## src/rtl/cpu_pkg.sv

```systemverilog
// Shared definitions for the MIPS-54 control path: sequencer state encoding,
// exception cause codes and default fetch addresses.
package cpu_pkg;

    typedef enum logic [1:0] {
        ST_RUN     = 2'd0,
        ST_MD_WAIT = 2'd1,
        ST_EXC     = 2'd2,
        ST_HALT    = 2'd3
    } state_t;

    localparam logic [4:0] CAUSE_ADEL    = 5'd4;
    localparam logic [4:0] CAUSE_SYSCALL = 5'd8;
    localparam logic [4:0] CAUSE_BREAK   = 5'd9;
    localparam logic [4:0] CAUSE_TEQ     = 5'd13;

    localparam logic [31:0] DEFAULT_RESET_PC   = 32'h0040_0000;
    localparam logic [31:0] DEFAULT_EXC_VECTOR = 32'h0040_0004;

endpackage

```

## src/rtl/pc_sequencer_if.sv

```systemverilog
// Bundle between decode/ALU results, the PC register and the PC sequencer.
// master = decode side driving requests, slave = the sequencer.
interface pc_sequencer_if;

    logic [31:0] pc_cur;
    logic        br_taken;
    logic [15:0] br_imm;
    logic        jmp;
    logic [25:0] jmp_index;
    logic        jr;
    logic [31:0] rs_val;
    logic        eret;
    logic        exc_req;
    logic [4:0]  exc_cause;
    logic        md_start;
    logic        md_done;
    logic        halt;

    logic        pc_ena;
    logic [31:0] pc_next;
    logic [31:0] epc_out;
    logic [4:0]  cause_out;
    logic        exl_out;
    logic        md_timeout;
    logic [1:0]  state_out;

    modport master (
        output pc_cur, br_taken, br_imm, jmp, jmp_index, jr, rs_val,
               eret, exc_req, exc_cause, md_start, md_done, halt,
        input  pc_ena, pc_next, epc_out, cause_out, exl_out, md_timeout,
               state_out
    );

    modport slave (
        input  pc_cur, br_taken, br_imm, jmp, jmp_index, jr, rs_val,
               eret, exc_req, exc_cause, md_start, md_done, halt,
        output pc_ena, pc_next, epc_out, cause_out, exl_out, md_timeout,
               state_out
    );

endinterface

```

## src/rtl/pc_sequencer_npc_calc.sv

```systemverilog
// Candidate next-PC arithmetic: sequential, branch and jump targets.
// All sums wrap modulo 2^32.
module npc_calc (
    input  logic [31:0] pc_cur,
    input  logic [15:0] br_imm,
    input  logic [25:0] jmp_index,
    output logic [31:0] pc4,
    output logic [31:0] br_target,
    output logic [31:0] jmp_target
);

    assign pc4        = pc_cur + 32'd4;
    assign br_target  = pc4 + {{14{br_imm[15]}}, br_imm, 2'b00};
    assign jmp_target = {pc4[31:28], jmp_index, 2'b00};

endmodule

```

## src/rtl/pc_sequencer.sv

```systemverilog
// Program-counter sequencer: selects the next fetch address, stalls for
// mul/div, and handles exception entry/return with EPC/Cause holding.
module pc_sequencer
    import cpu_pkg::*;
#(
    parameter logic [31:0] RESET_PC      = DEFAULT_RESET_PC,
    parameter logic [31:0] EXC_VECTOR    = DEFAULT_EXC_VECTOR,
    parameter int          MD_MAX_CYCLES = 64,
    parameter int          CNT_W         = 7
) (
    input  logic           clk,
    input  logic           rst,
    pc_sequencer_if.slave  bus
);

    state_t             state;
    logic [31:0]        epc;
    logic [4:0]         cause;
    logic               exl;
    logic               timeout_flag;
    logic [CNT_W-1:0]   wait_cnt;

    logic [31:0]        pc4;
    logic [31:0]        br_target;
    logic [31:0]        jmp_target;
    logic               jr_misaligned;
    logic               exc_live;
    logic               take_exc;
    logic [CNT_W-1:0]   cnt_inc;
    logic               at_limit;
    logic               pc_ena;
    logic [31:0]        pc_next;

    npc_calc u_npc_calc (
        .pc_cur     (bus.pc_cur),
        .br_imm     (bus.br_imm),
        .jmp_index  (bus.jmp_index),
        .pc4        (pc4),
        .br_target  (br_target),
        .jmp_target (jmp_target)
    );

    // A trap request is masked while already in an exception; a bad jr target
    // still faults because fetching it would be an address error regardless.
    assign jr_misaligned = bus.jr && (bus.rs_val[1:0] != 2'b00);
    assign exc_live      = bus.exc_req && !exl;
    assign take_exc      = exc_live || jr_misaligned;

    // Exit fires on the cycle whose increment reaches the limit.
    assign cnt_inc  = wait_cnt + CNT_W'(1);
    assign at_limit = (cnt_inc == CNT_W'(MD_MAX_CYCLES - 1));

    // NOTE: every output of this block gets a default first so no latch is inferred.
    always_comb begin
        pc_ena  = 1'b0;
        pc_next = pc4;
        unique case (state)
            ST_RUN: begin
                if (bus.halt || take_exc) begin
                    pc_ena = 1'b0;
                end else if (bus.eret) begin
                    pc_ena  = 1'b1;
                    pc_next = epc + 32'd4;
                end else if (bus.jr) begin
                    pc_ena  = 1'b1;
                    pc_next = bus.rs_val;
                end else if (bus.jmp) begin
                    pc_ena  = 1'b1;
                    pc_next = jmp_target;
                end else if (bus.br_taken) begin
                    pc_ena  = 1'b1;
                    pc_next = br_target;
                end else if (bus.md_start) begin
                    pc_ena = 1'b0;
                end else begin
                    pc_ena = 1'b1;
                end
            end
            ST_MD_WAIT: pc_ena = bus.md_done || at_limit;
            ST_EXC: begin
                pc_ena  = 1'b1;
                pc_next = EXC_VECTOR;
            end
            ST_HALT: pc_ena = 1'b0;
            default: pc_ena = 1'b0;
        endcase
    end

    // NOTE: sequential state uses non-blocking assignments so every register
    // samples pre-edge values regardless of statement order.
    always_ff @(posedge clk) begin
        if (rst) begin
            state        <= ST_RUN;
            epc          <= RESET_PC;
            cause        <= 5'd0;
            exl          <= 1'b0;
            timeout_flag <= 1'b0;
            wait_cnt     <= '0;
        end else begin
            unique case (state)
                ST_RUN: begin
                    if (bus.halt) begin
                        state <= ST_HALT;
                    end else if (take_exc) begin
                        epc   <= bus.pc_cur;
                        cause <= exc_live ? bus.exc_cause : CAUSE_ADEL;
                        exl   <= 1'b1;
                        state <= ST_EXC;
                    end else if (bus.eret) begin
                        exl <= 1'b0;
                    end else if (!bus.jr && !bus.jmp && !bus.br_taken && bus.md_start) begin
                        wait_cnt <= '0;
                        state    <= ST_MD_WAIT;
                    end
                end
                ST_MD_WAIT: begin
                    wait_cnt <= cnt_inc;
                    if (bus.md_done) begin
                        state <= ST_RUN;
                    end else if (at_limit) begin
                        timeout_flag <= 1'b1;
                        state        <= ST_RUN;
                    end
                end
                ST_EXC:  state <= ST_RUN;
                ST_HALT: state <= ST_HALT;
                default: state <= ST_RUN;
            endcase
        end
    end

    assign bus.pc_ena     = pc_ena;
    assign bus.pc_next    = pc_next;
    assign bus.epc_out    = epc;
    assign bus.cause_out  = cause;
    assign bus.exl_out    = exl;
    assign bus.md_timeout = timeout_flag;
    assign bus.state_out  = state;

endmodule

```

## src/flat_wrapper.sv

```systemverilog
// flat-port wrapper written by rule: the top's interface ports become plain ports
module pc_sequencer_flat import cpu_pkg::*;
#(
    parameter logic [31:0] RESET_PC      = DEFAULT_RESET_PC,
    parameter logic [31:0] EXC_VECTOR    = DEFAULT_EXC_VECTOR,
    parameter int          MD_MAX_CYCLES = 64,
    parameter int          CNT_W         = 7
)
  (clk, rst, bus_pc_cur, bus_br_taken, bus_br_imm, bus_jmp, bus_jmp_index, bus_jr, bus_rs_val, bus_eret, bus_exc_req, bus_exc_cause, bus_md_start, bus_md_done, bus_halt, bus_pc_ena, bus_pc_next, bus_epc_out, bus_cause_out, bus_exl_out, bus_md_timeout, bus_state_out);
  pc_sequencer_if bus_i ();
  input  logic clk;
  input  logic rst;
  input wire logic [$bits(bus_i.pc_cur)-1:0] bus_pc_cur;
  input wire logic [$bits(bus_i.br_taken)-1:0] bus_br_taken;
  input wire logic [$bits(bus_i.br_imm)-1:0] bus_br_imm;
  input wire logic [$bits(bus_i.jmp)-1:0] bus_jmp;
  input wire logic [$bits(bus_i.jmp_index)-1:0] bus_jmp_index;
  input wire logic [$bits(bus_i.jr)-1:0] bus_jr;
  input wire logic [$bits(bus_i.rs_val)-1:0] bus_rs_val;
  input wire logic [$bits(bus_i.eret)-1:0] bus_eret;
  input wire logic [$bits(bus_i.exc_req)-1:0] bus_exc_req;
  input wire logic [$bits(bus_i.exc_cause)-1:0] bus_exc_cause;
  input wire logic [$bits(bus_i.md_start)-1:0] bus_md_start;
  input wire logic [$bits(bus_i.md_done)-1:0] bus_md_done;
  input wire logic [$bits(bus_i.halt)-1:0] bus_halt;
  output wire logic [$bits(bus_i.pc_ena)-1:0] bus_pc_ena;
  output wire logic [$bits(bus_i.pc_next)-1:0] bus_pc_next;
  output wire logic [$bits(bus_i.epc_out)-1:0] bus_epc_out;
  output wire logic [$bits(bus_i.cause_out)-1:0] bus_cause_out;
  output wire logic [$bits(bus_i.exl_out)-1:0] bus_exl_out;
  output wire logic [$bits(bus_i.md_timeout)-1:0] bus_md_timeout;
  output wire logic [$bits(bus_i.state_out)-1:0] bus_state_out;
  assign bus_i.pc_cur = bus_pc_cur;
  assign bus_i.br_taken = bus_br_taken;
  assign bus_i.br_imm = bus_br_imm;
  assign bus_i.jmp = bus_jmp;
  assign bus_i.jmp_index = bus_jmp_index;
  assign bus_i.jr = bus_jr;
  assign bus_i.rs_val = bus_rs_val;
  assign bus_i.eret = bus_eret;
  assign bus_i.exc_req = bus_exc_req;
  assign bus_i.exc_cause = bus_exc_cause;
  assign bus_i.md_start = bus_md_start;
  assign bus_i.md_done = bus_md_done;
  assign bus_i.halt = bus_halt;
  assign bus_pc_ena = bus_i.pc_ena;
  assign bus_pc_next = bus_i.pc_next;
  assign bus_epc_out = bus_i.epc_out;
  assign bus_cause_out = bus_i.cause_out;
  assign bus_exl_out = bus_i.exl_out;
  assign bus_md_timeout = bus_i.md_timeout;
  assign bus_state_out = bus_i.state_out;
  pc_sequencer #(.RESET_PC(RESET_PC), .EXC_VECTOR(EXC_VECTOR), .MD_MAX_CYCLES(MD_MAX_CYCLES), .CNT_W(CNT_W)) u_core (.clk(clk), .rst(rst), .bus(bus_i));
endmodule
```

## config.mk

```make
export PLATFORM = sky130hd
export DESIGN_NAME = pc_sequencer_flat
export DESIGN_NICKNAME = d
export VERILOG_FILES = /design/src/rtl/cpu_pkg.sv /design/src/rtl/pc_sequencer_if.sv /design/src/rtl/pc_sequencer_npc_calc.sv /design/src/rtl/pc_sequencer.sv /design/src/flat_wrapper.sv
export SDC_FILE = /design/constraint.sdc
export NUM_CORES = 1
export LEC_CHECK = 0
export CAP_MARGIN = 20
export CORE_MARGIN = 10
export CORE_UTILIZATION = 28
export DETAILED_ROUTE_END_ITERATION = 7
export SLEW_MARGIN = 25
export SYNTH_ARGS = -nofsm -noshare
export SYNTH_HDL_FRONTEND = slang
export SYNTH_HIERARCHICAL = 1
export SYNTH_SLANG_ARGS = --single-unit
export TNS_END_PERCENT = 10
```

## constraint.sdc

```tcl
create_clock -name clk -period 4.3 [get_ports clk]
set_input_delay 0.43 -clock clk [delete_from_list [all_inputs] [get_ports clk]]
set_output_delay 0.43 -clock clk [all_outputs]
set_load 0.02 [all_outputs]
```

# Word-level counts from Yosys, hierarchy flattened
# Index checks and enable logic that the tools add are counted.
# W data, S select, Z words.
word_totals:
  register_bits: 48
  word_cells: 72
  input_bits: 121
  out_inout_bits: 74
classes:
  n_reduce_logical: 21
  n_addsub: 4
  bitwise_logic: 2
  n_mux: 28
  eq_ne: 11
op_table:
  columns: ["cell", "n"]
  rows:
  - ["$mux W32", 5]
  - ["$add A32 B3 Y32 const B", 2]
  - ["$pmux W32 S2", 1]
  - ["$add A32 B32 Y32", 1]
  - ["$mux W7", 4]
  - ["$pmux W7 S2", 1]
  - ["$mux W2", 6]
  - ["$reduce_and A3 Y1", 4]
  - ["$mux W1", 8]
  - ["$pmux W2 S4", 1]
  - ["$add A7 B1 Y7 const B", 1]
  - ["$eq A7 B6 Y1 const B", 1]
  - ["$ne A2 B2 Y1 const B", 3]
  - ["$reduce_bool A2 Y1", 3]
  - ["$logic_and A1 B1 Y1", 5]
  - ["$mux W5", 1]
  - ["$reduce_and A5 Y1", 1]
  - ["$eq A2 B2 Y1 const B", 2]
  - ["$logic_not A1 Y1", 4]
  - ["$ne A4 B2 Y1 const B", 1]
  - ["$ne A4 B3 Y1 const B", 1]
  - ["$pmux W1 S4", 1]
  - ["$logic_or A1 B1 Y1", 3]
  - ["$ne A3 B2 Y1 const B", 1]
  - ["other kinds (4)", 5]

# Depth between registers and ports, before layout
# Gate-level depths: netlist of the first run.
logic_depth:
  depth_word: 9
  depth_mapped: 20
  depth_no_buf: 18

# Hierarchy
# Netlist of the first run, hierarchy kept.
modules_own_cells:
  columns: ["module", "instances", "area_each_um2", "cells_per_inst", "seq_area_each_um2"]
  rows:
  - ["pc_sequencer", 1, 4021.4, 574, 960.9]
  - ["npc_calc", 1, 2556.2, 359, 0.0]

# Worst setup path after synthesis of the first run
# No wires, ideal clock.
synth_timing:
  path_kind: "input to output"
  from: "in bus_pc_cur[4]"
  to: "out bus_pc_next[26]"
  n_path_buf: 2
  t_arrival_ps: 3808
  t_required_ps: 3870
  path_slack_ps: 62
  stages: 18
  cell_sequence: "and4_4 -> and3_1 -> buf_2 -> nand3_1 -> nor2_1 -> xor2_1 -> ha_1 -> buf_6 -> and3_1 -> a221o_1 -> a21o_1 -> o21a_1 -> a221o_1 -> xor2_1 -> mux2i_1 -> o21ai_0 -> mux2i_1 -> o221ai_1"
synth_via:
  elab_chain_cells: 8
synth_rtl:
  columns: ["item", "line_no", "source"]
  rows:
  - ["start: declaration", "flat_wrapper.sv:13", "input wire logic [$bits(bus_i.pc_cur)-1:0] bus_pc_cur;"]
  - ["$add A32 B3 Y32", "pc_sequencer_npc_calc.sv:12", "assign pc4 = pc_cur + 32'd4;"]
  - ["via u_core.pc4[20]", "pc_sequencer.sv:23", "logic [31:0] pc4;"]
  - ["$add A32 B32 Y32", "pc_sequencer_npc_calc.sv:13", "assign br_target = pc4 + {{14{br_imm[15]}}, br_imm, 2'b00};"]
  - ["via u_core.br_target[26]", "pc_sequencer.sv:24", "logic [31:0] br_target;"]
  - ["$mux W32", "pc_sequencer.sv:70", "end else if (bus.br_taken) begin"]
  - ["$mux W32", "pc_sequencer.sv:67", "end else if (bus.jmp) begin"]
  - ["$mux W32", "pc_sequencer.sv:64", "end else if (bus.jr) begin"]
  - ["$mux W32", "pc_sequencer.sv:61", "end else if (bus.eret) begin"]
  - ["$mux W32", "pc_sequencer.sv:59", "if (bus.halt || take_exc) begin"]
  - ["$pmux W32 S2", "pc_sequencer.sv:57", "unique case (state)"]
  - ["end: declaration", "flat_wrapper.sv:27", "output wire logic [$bits(bus_i.pc_next)-1:0] bus_pc_next;"]
# The timed path passes the listed nets, and every way through them passes these cells.

# Final worst setup path of the first run
layout_timing:
  from: "in bus_pc_cur[4]"
  to: "out bus_pc_next[22]"
# The elaborated chain is that of the path after synthesis.

==> impl_metrics.csv, run 1 <==
group,metric,value,unit
timing,setup_violations,6,
timing,hold_slack,0.477,ns
cts,clk_root_buffer_cell,"sky130_fd_sc_hd__clkbuf_16",
floorplanning,dieWidth,173,microns
floorplanning,top_level_ports,195,
logic_synthesis,mappedNetlistArea,0.00658,sq mm
placed_design,detailed_place_hpwl,24200,microns
setup_path,worst-endpoint-required,3.87,ns
grt,globalRouteTotalUtil,18.8,%
outcome,violated_checks,"negative setup slack",
finish,post_route_cells_drive_above_1_share,28.1,%
timing,finalClockSkew,0.00612,ns
placed_design,place.detailed.instances,1534,
routing,drt_wl_total,30100,microns
finish,synthToLayoutAreaGrowth,60.7,%
logic_synthesis,yosys.area_share.simple,24.5,%
setup_path,crit-reg2reg-launch,"u_core/bus.state_out[1]",
grt,grt-ovfl-total,0,
logic_synthesis,synth.largest_area_cell,"sky130_fd_sc_hd__dfxtp_1",
routing,drt-initial-drc-count,679,
logic_synthesis,synth-warning-count,6,
logic_synthesis,synth_top_family_by_area,"compound AO/OA/AOI/OAI gates",
grt,first_pass_grt_wire_length,45500,microns
timing,report.final.slew_viol_count,0,
min_path,timing.hold.worst.start,"u_core/bus.epc_out[1]",
floorplanning,start_util,28.3,%
finish,layoutNonFillerInstCount,1570,
power_and_ir_drop,peakVddDrop,0.000263,V
logic_synthesis,ys_seq_elements,48,
logic_synthesis,postSynthAreaPerCell,7.05,sq um
grt,antenna_found_initial,1,
cts,clk_pin_slew_worst_paths,0.07,ns
floorplanning,dieArea,0.0300,sq mm
timing,final_min_period_over_clock_period,101,%
timing,hold_viol,0,
setup_path,worst_setup_path_end_kind,"output pin",
placed_design,place_ws,-1.08,ns
logic_synthesis,synth_compound_gate_area_share,27.0,%
routing,post-route-drc-count,0,
min_path,min-delay-path-class,"reg2reg",
setup_path,cpPeakStageDelay,0.34,ns
routing,drt_first_pass_iters,5,
placed_design,gpl.final_weighted_congestion,0.933,
routing,dr_total_vias,8040,
timing,final.min_clock_period,4.35,ns
outcome,run_status,"complete, but fails checks",
setup_path,timing.setup.critical_path_class,"in2out",
setup_path,crit_path_cell_trace,"buf_6 > and4_4 > and3_4 > buf_6 > nand2_4 > nor2_4 > xor2_2 > ha_4 > a21oi_2 > o21ai_1 > a221o_1 > a21o_1 > o21a_2 > nor2_2 > mux2i_1 > nor2_1 > a21oi_1 > o21ai_1 > o221a_2 > dlygate4sd2_1",
timing,post-route-worst-setup-slack,-0.0498,ns
cts,clock-sinks,48,
cts,cts_htree_levels,2,
cts,cts_tree,"done",
routing,ant_nets,0,
cts,worst_skew_pair_latency,0.29,ns
setup_path,critical_path.startpoint,"bus_pc_cur[4]",
placed_design,area_post_placement,0.00970,sq mm
power_and_ir_drop,p_leak,4.40,nW
logic_synthesis,ys_dominant_reg_cell,"sky130_fd_sc_hd__dfxtp_1",
setup_path,critical_path.slowest_cell,"sky130_fd_sc_hd__a221o_1",
flow_run,max-cap-violations,0,
logic_synthesis,netlist-cell-type-count,75,
setup_path,timing.critical_path.arrival,3.92,ns
logic_synthesis,synthArstFlopShare,0,%
logic_synthesis,yosys-top-cells-area,"sky130_fd_sc_hd__dfxtp_1 (15%), sky130_fd_sc_hd__nand2_1 (8.7%), sky130_fd_sc_hd__a21oi_1 (7.9%)",
finish,finish.net_count,1407,
power_and_ir_drop,power_per_cell_area,229,mW/mm^2
logic_synthesis,synth_xor_area_share,10.2,%
logic_synthesis,synth_edf_count,0,
logic_synthesis,synthesized_area_fraction_occupied_by_adder_cells,7.15,%
routing,routed_wire_length_per_instance,19.2,microns
timing,grt_setup_unrepaired,"true",
floorplanning,floorplan.core_area,0.0233,sq mm
logic_synthesis,yosys-mux-area-fraction,7.67,%
cts,cts_inserted_buffers,5,
logic_synthesis,synth_cells,933,
cts,clock_tree.buffer_depth,2,
routing,routed_via_density,5.12,
setup_path,critPathLaunchType,"input port",
setup_path,critical_path.max_fanout,3,
timing,worst_pin_slew,0.780,ns
placed_design,portBuffers,194,
finish,stdcell_area,0.0106,sq mm
timing,fmaxAchievable,230,MHz
grt,grt_start_max_net_pins,49,
timing,finalSetupTns,-0.188,ns
grt,grt_pass1_vias,7788,
floorplanning,die_height,173,microns
logic_synthesis,area_share_of_the_largest_cell_type_after_synthesis,14.6,%
timing,max-slew-margin-rel,48.0,%
logic_synthesis,synth-seq-area-share,14.6,%
floorplanning,core.rowCount,56,
==> state kept, by name, summed over array words and instances (netlist names) <==
name                   cells
u_core/bus.state_out       2
u_core/wait_cnt            7
u_core/bus.cause_out       5
u_core/bus.exl_out         1
u_core/bus.md_timeout      1
u_core/bus.epc_out        32
==> metal layers <==
| metal | share of wire (%) | GRT usage [%] | up-vias |
|---|---|---|---|
| met3 | 5.6 | 3.46 | 49 |
| met4 | 3.7 | 7.44 | 0 |
| met5 | 0 | 0 | - |
| met1 | 44 | 24.3 | 3793 |
| li1 | - | - | 3945 |
| met2 | 47 | 30.3 | 253 |
==> cell usage in the layout, fill, tap and decap left out, types with 6 or more instances in the layout <==
cell / count
sky130_fd_sc_hd__a21o_1: 15
sky130_fd_sc_hd__a21oi_1: 98
sky130_fd_sc_hd__a21oi_2: 8
sky130_fd_sc_hd__a22o_1: 12
sky130_fd_sc_hd__and2_1: 7
sky130_fd_sc_hd__and3_1: 6
sky130_fd_sc_hd__and3_4: 7
sky130_fd_sc_hd__and4_1: 6
sky130_fd_sc_hd__buf_2: 10
sky130_fd_sc_hd__buf_4: 211
sky130_fd_sc_hd__buf_6: 12
sky130_fd_sc_hd__clkdlybuf4s50_1: 148
sky130_fd_sc_hd__dfxtp_1: 48
sky130_fd_sc_hd__dlygate4sd2_1: 11
sky130_fd_sc_hd__ha_1: 24
sky130_fd_sc_hd__ha_4: 10
sky130_fd_sc_hd__inv_1: 14
sky130_fd_sc_hd__mux2i_1: 47
sky130_fd_sc_hd__nand2_1: 148
sky130_fd_sc_hd__nand3_1: 29
sky130_fd_sc_hd__nand4_1: 11
sky130_fd_sc_hd__nor2_1: 42
sky130_fd_sc_hd__nor2_2: 7
sky130_fd_sc_hd__nor2b_1: 6
sky130_fd_sc_hd__nor3_1: 14
sky130_fd_sc_hd__o21a_1: 8
sky130_fd_sc_hd__o21ai_0: 47
sky130_fd_sc_hd__o21ai_1: 17
sky130_fd_sc_hd__o21ai_2: 8
sky130_fd_sc_hd__o21bai_1: 7
sky130_fd_sc_hd__o221ai_1: 10
sky130_fd_sc_hd__o31ai_1: 7
sky130_fd_sc_hd__xnor2_1: 39
sky130_fd_sc_hd__xor2_1: 23
sky130_fd_sc_hd__xor2_2: 6
==> kinds of logic after synthesis <==
| kind of cell | after synthesis |
|---|---|
| AO/OA/AOI/OAI | 281 |
| XOR/XNOR | 75 |
| adder cells (fa/ha/maj) | 37 |
| buffers and inverters | 104 |
| flip-flops | 48 |
| multiplexers | 50 |
| other | 1 |
| AND/OR/NAND/NOR | 337 |
==> power breakdown <==
| part | internal [mW] | total (mW) | switching, mW |
|---|---|---|---|
| clock | 0.277 | 0.461 | 0.184 |
| combinational | 0.689 | 1.42 | 0.732 |
| sequential | 0.480 | 0.540 | 0.0596 |
==> final cells by class <==
cell class              count  area, sq um
fillers                  2372        12700
flip-flops and latches     48          961
multi-input cells         782         5580
clock buffers               5          125
diodes                      1         2.50
well taps                 319          399
inverters                  15         56.3
repair buffers            397         3400
clock inverters             3         46.3
==> through the flow <==
step                      util, %  total power [mW]
after global routing         45.4              2.56
after global placement       41.7              1.87
after floorplan                 -              1.24
after CTS                    44.2              2.39
final                        45.4              2.42
after detailed placement     41.7              1.88
==> final timing paths <==
| path | end | slack, ns | cells past startpoint |
|---|---|---|---|
| setup reg to reg | u_core/bus.epc_out[8] | 2.11 | 5 |
| hold reg to reg | u_core/bus.epc_out[1] | 0.48 | 2 |
| setup / recovery | bus_pc_next[22] | -0.05 | 20 |
| hold / removal | u_core/bus.epc_out[1] | 0.48 | 2 |
==> worst max-delay path: cells and delay by family <==
kind	cells	cell delay, ns
buffers and inverters	3	0.51
XOR/XNOR	1	0.25
multiplexers	1	0.10
AND/OR/NAND/NOR	6	0.89
AO/OA/AOI/OAI	8	1.50
adder cells (fa/ha/maj)	1	0.25
==> cell usage after synthesis (18+ instances only) <==
cell type and n:
sky130_fd_sc_hd__mux2i_1 47, sky130_fd_sc_hd__nor2_1 52, sky130_fd_sc_hd__xnor2_1 45, sky130_fd_sc_hd__ha_1 36, sky130_fd_sc_hd__nand2_1 152, sky130_fd_sc_hd__nor3_1 18, sky130_fd_sc_hd__o21ai_0 63, sky130_fd_sc_hd__a21oi_1 104
sky130_fd_sc_hd__buf_4 37, sky130_fd_sc_hd__clkbuf_1 38, sky130_fd_sc_hd__nand3_1 32, sky130_fd_sc_hd__dfxtp_1 48, sky130_fd_sc_hd__xor2_1 29
==> what timing repair did <==
item	4_1_cts	5_1_grt
gates resized for setup	169	65
pin swaps	44	42
endpoints found under the setup margin	23	19
hold buffers	0	0
setup buffers	24	3
Note: power is estimated with default switching activity, not from simulation.
==> inputs of run 2 (changes only) <==
--- a/config.mk
+++ b/config.mk
@@ -9,6 +9,7 @@
 export CORE_MARGIN = 10
 export CORE_UTILIZATION = 28
 export DETAILED_ROUTE_END_ITERATION = 7
+export REMOVE_ABC_BUFFERS = 1
 export SLEW_MARGIN = 25
 export SYNTH_ARGS = -nofsm -noshare
 export SYNTH_HDL_FRONTEND = slang
==> run 2 against run 1 <==
The flow still finishes with violations (negative setup slack). Combinational power about the same. First-iteration DRC count is 17% lower. Setup slack got worse by 0.027 ns. Flip-flop and latch count unchanged. Cell area rose by 0.79%. Sequential power hardly changed. Register-to-register slack worse by 0.21 ns. Critical path depth decreased by 1. Via count rose by 0.85%. Largest power group unchanged.
==> impl_metrics.csv, run 2 (same netlist as run 1, synthesis figures left out) <==
group,metric,value,unit
outcome,run_status,"complete, but fails checks",
outcome,violated_checks,"negative setup slack",
cts,clk_pin_slew_worst_paths,0.07,ns
finish,post_route_cells_drive_above_1_share,27.7,%
setup_path,crit-reg2reg-launch,"u_core/bus.state_out[1]",
timing,final.min_clock_period,4.38,ns
routing,drt_first_pass_iters,5,
setup_path,critical_path.max_fanout,5,
power_and_ir_drop,power_per_cell_area,226,mW/mm^2
cts,worst_skew_pair_latency,0.29,ns
power_and_ir_drop,power.share.clock,18.6,%
setup_path,critical_path_capture_point,"bus_pc_next[26]",
power_and_ir_drop,power.share.switching,39.8,%
timing,hold_viol,0,
timing,finalSetupTns,-0.236,ns
routing,routed_wire_length_per_instance,19.1,microns
setup_path,worst-endpoint-required,3.87,ns
floorplanning,top_level_ports,195,
placed_design,detailed_place_hpwl,23600,microns
setup_path,critical_path.startpoint,"bus_pc_cur[4]",
setup_path,rr_worst_depth,5,
min_path,min-delay-path-class,"in2reg",
routing,post-route-drc-count,0,
timing,setup_violations,5,
setup_path,r2r_end,"u_core/bus.epc_out[11]",
finish,finish.net_count,1401,
routing,dr_total_vias,8108,
floorplanning,core.rowCount,56,
cts,ctsHoldBuffers,0,
floorplanning,start_util,28.3,%
finish,largest_register_ff_count,32,
timing,report.final.slew_viol_count,0,
timing,grt_setup_unrepaired,"true",
placed_design,portBuffers,194,
power_and_ir_drop,p_leak,4.42,nW
timing,finalClockSkew,0.00474,ns
setup_path,critPathLaunchType,"input port",
flow_run,max-cap-violations,0,
cts,cts_tree,"done",
cts,clock_tree.buffer_depth,2,
cts,clk_root_buffer_cell,"sky130_fd_sc_hd__clkbuf_16",
timing,max-slew-margin-rel,35.5,%
power_and_ir_drop,comb_power_share,58.8,%
cts,cts_inserted_buffers,5,
floorplanning,floorplan.core_area,0.0233,sq mm
routing,ant_nets,0,
timing,hold_slack,0.465,ns
timing,post-route-worst-setup-slack,-0.0765,ns
setup_path,timing.setup.critical_path_class,"in2out",
floorplanning,dieWidth,173,microns
timing,final_min_period_over_clock_period,102,%
grt,grt_pass1_vias,7953,
timing,worst_pin_slew,0.968,ns
floorplanning,die_height,173,microns
power_and_ir_drop,netSwitchingPower,0.958,mW
grt,grt_start_max_net_pins,49,
finish,final_cell_mix,"sky130_fd_sc_hd__buf_4 (198), sky130_fd_sc_hd__clkdlybuf4s50_1 (149), sky130_fd_sc_hd__nand2_1 (148)",
timing,fmaxAchievable,228,MHz
grt,grt-ovfl-total,0,
power_and_ir_drop,total_design_power,2.41,mW
grt,first_pass_grt_wire_length,45200,microns
cts,cts_htree_levels,2,
cts,clock-sinks,48,
grt,antenna_found_initial,6,
power_and_ir_drop,share_seq_of_total_power,22.6,%
finish,layout.cells.most_common,"sky130_fd_sc_hd__buf_4",
power_and_ir_drop,internal_power,1.45,mW
finish,fillers,2406,
routing,drt_wl_total,30000,microns
power_and_ir_drop,peakVddDrop,0.000147,V
setup_path,worst_setup_path_end_kind,"output pin",
routing,routed_via_density,5.17,
routing,drt-initial-drc-count,561,
setup_path,timing.critical_path.arrival,3.95,ns
finish,synthToLayoutAreaGrowth,62.0,%
floorplanning,dieArea,0.0300,sq mm
setup_path,setup_slack_of_the_most_critical_reg_to_reg_path,1.90,ns
grt,globalRouteTotalUtil,18.6,%
placed_design,gpl.final_weighted_congestion,0.938,
-- run 2: changes by cell type in the layout (fill, tap and decap cells not counted), sizes merged --
cell           before  now
clkdlybuf4s18       0    1
dlygate4sd2        11   10
clkinv              0    1
dlymetal6s2s        3    5
clkdlybuf4s50     148  149
clkdlybuf4s15       1    3
inv                16   15
diode               1    6
clkinvlp            1    0
buf               233  221
dlygate4sd1         0    1
clkbuf              6    7
-- run 2: worst min path at each step --
stage                     startpoint               endpoint  depth (start not counted)
2_1_floorplan     u_core/wait_cnt[6]     u_core/wait_cnt[6]                          2
3_3_place_gp   u_core/bus.md_timeout  u_core/bus.md_timeout                          2
3_5_place_dp   u_core/bus.md_timeout  u_core/bus.md_timeout                          2
4_1_cts        u_core/bus.epc_out[0]  u_core/bus.epc_out[0]                          2
5_1_grt                bus_pc_cur[3]  u_core/bus.epc_out[3]                          3
6_report               bus_pc_cur[3]  u_core/bus.epc_out[3]                          3
-- run 2: repair_timing --
item,4_1_cts,5_1_grt
pin swaps,54,46
resized for setup,193,68
buffers inserted,18,11
endpoints found under the setup margin,25,23
-- run 2: cell type report --
cell class,instances,area (sq um),area share [%]
sequential,48,961,9.02
clock inverter,2,35.0,0.329
tap,319,399,3.75
multi-input combinational,782,5680,53.3
timing repair buffer,391,3380,31.7
clock buffer,6,129,1.21
inverter,15,56.3,0.529
antenna,6,15.0,0.141
-- run 2: power by group through the flow --
stage / Sequential, mW / Combinational [mW] / Clock (mW)
after floorplan: 0.574 / 0.597 / 0
after global placement: 0.551 / 1.31 / 0
after detailed placement: 0.552 / 1.32 / 0
after CTS: 0.542 / 1.36 / 0.462
after global routing: 0.551 / 1.52 / 0.477
final: 0.543 / 1.41 / 0.447
-- run 2: through the flow --
step / cells / utilization [%] / cell area (sq um) / setup WS, ns
2_1_floorplan: 845 / - / 6060 / 0.121
3_3_place_gp: 1526 / 41.6 / 9670 / -1.11
3_5_place_dp: 1526 / 41.6 / 9670 / -1.15
4_1_cts: 1552 / 44.0 / 10200 / -0.112
5_1_grt: 1565 / 45.8 / 10600 / -0.284
6_report: 1569 / 45.8 / 10700 / -0.0765
-- run 2: metal layers --
layer  track usage [%]  wire, microns
met1              23.3          12800
met4              5.46            777
met2              30.7          14100
met5                 0              0
met3              4.53           2280
-- run 2: worst max-delay path: stages --
cell and delay, ns:
sky130_fd_sc_hd__buf_6 0.07, sky130_fd_sc_hd__and4_4 0.24, sky130_fd_sc_hd__and3_4 0.24, sky130_fd_sc_hd__nand2_2 0.09, sky130_fd_sc_hd__nor2_2 0.12, sky130_fd_sc_hd__xor2_2 0.21
sky130_fd_sc_hd__ha_1 0.28, sky130_fd_sc_hd__a21oi_2 0.20, sky130_fd_sc_hd__o21ai_1 0.11, sky130_fd_sc_hd__a221o_1 0.33, sky130_fd_sc_hd__a21o_1 0.17, sky130_fd_sc_hd__o21a_1 0.23
sky130_fd_sc_hd__a221o_1 0.32, sky130_fd_sc_hd__xor2_1 0.16, sky130_fd_sc_hd__mux2i_1 0.10, sky130_fd_sc_hd__o21ai_1 0.15, sky130_fd_sc_hd__mux2i_1 0.10, sky130_fd_sc_hd__o221ai_1 0.21
sky130_fd_sc_hd__buf_4 0.19
==> inputs of run 3 (changes only) <==
--- a/config.mk
+++ b/config.mk
@@ -8,9 +8,10 @@
 export CAP_MARGIN = 20
 export CORE_MARGIN = 10
 export CORE_UTILIZATION = 28
+export CTS_CLUSTER_SIZE = 10
 export DETAILED_ROUTE_END_ITERATION = 7
 export REMOVE_ABC_BUFFERS = 1
-export SLEW_MARGIN = 25
+export SLEW_MARGIN = 10
 export SYNTH_ARGS = -nofsm -noshare
 export SYNTH_HDL_FRONTEND = slang
 export SYNTH_HIERARCHICAL = 1
==> results of run 3 <==
No change in the layout: final DEF, timing and power equal those of run 2.
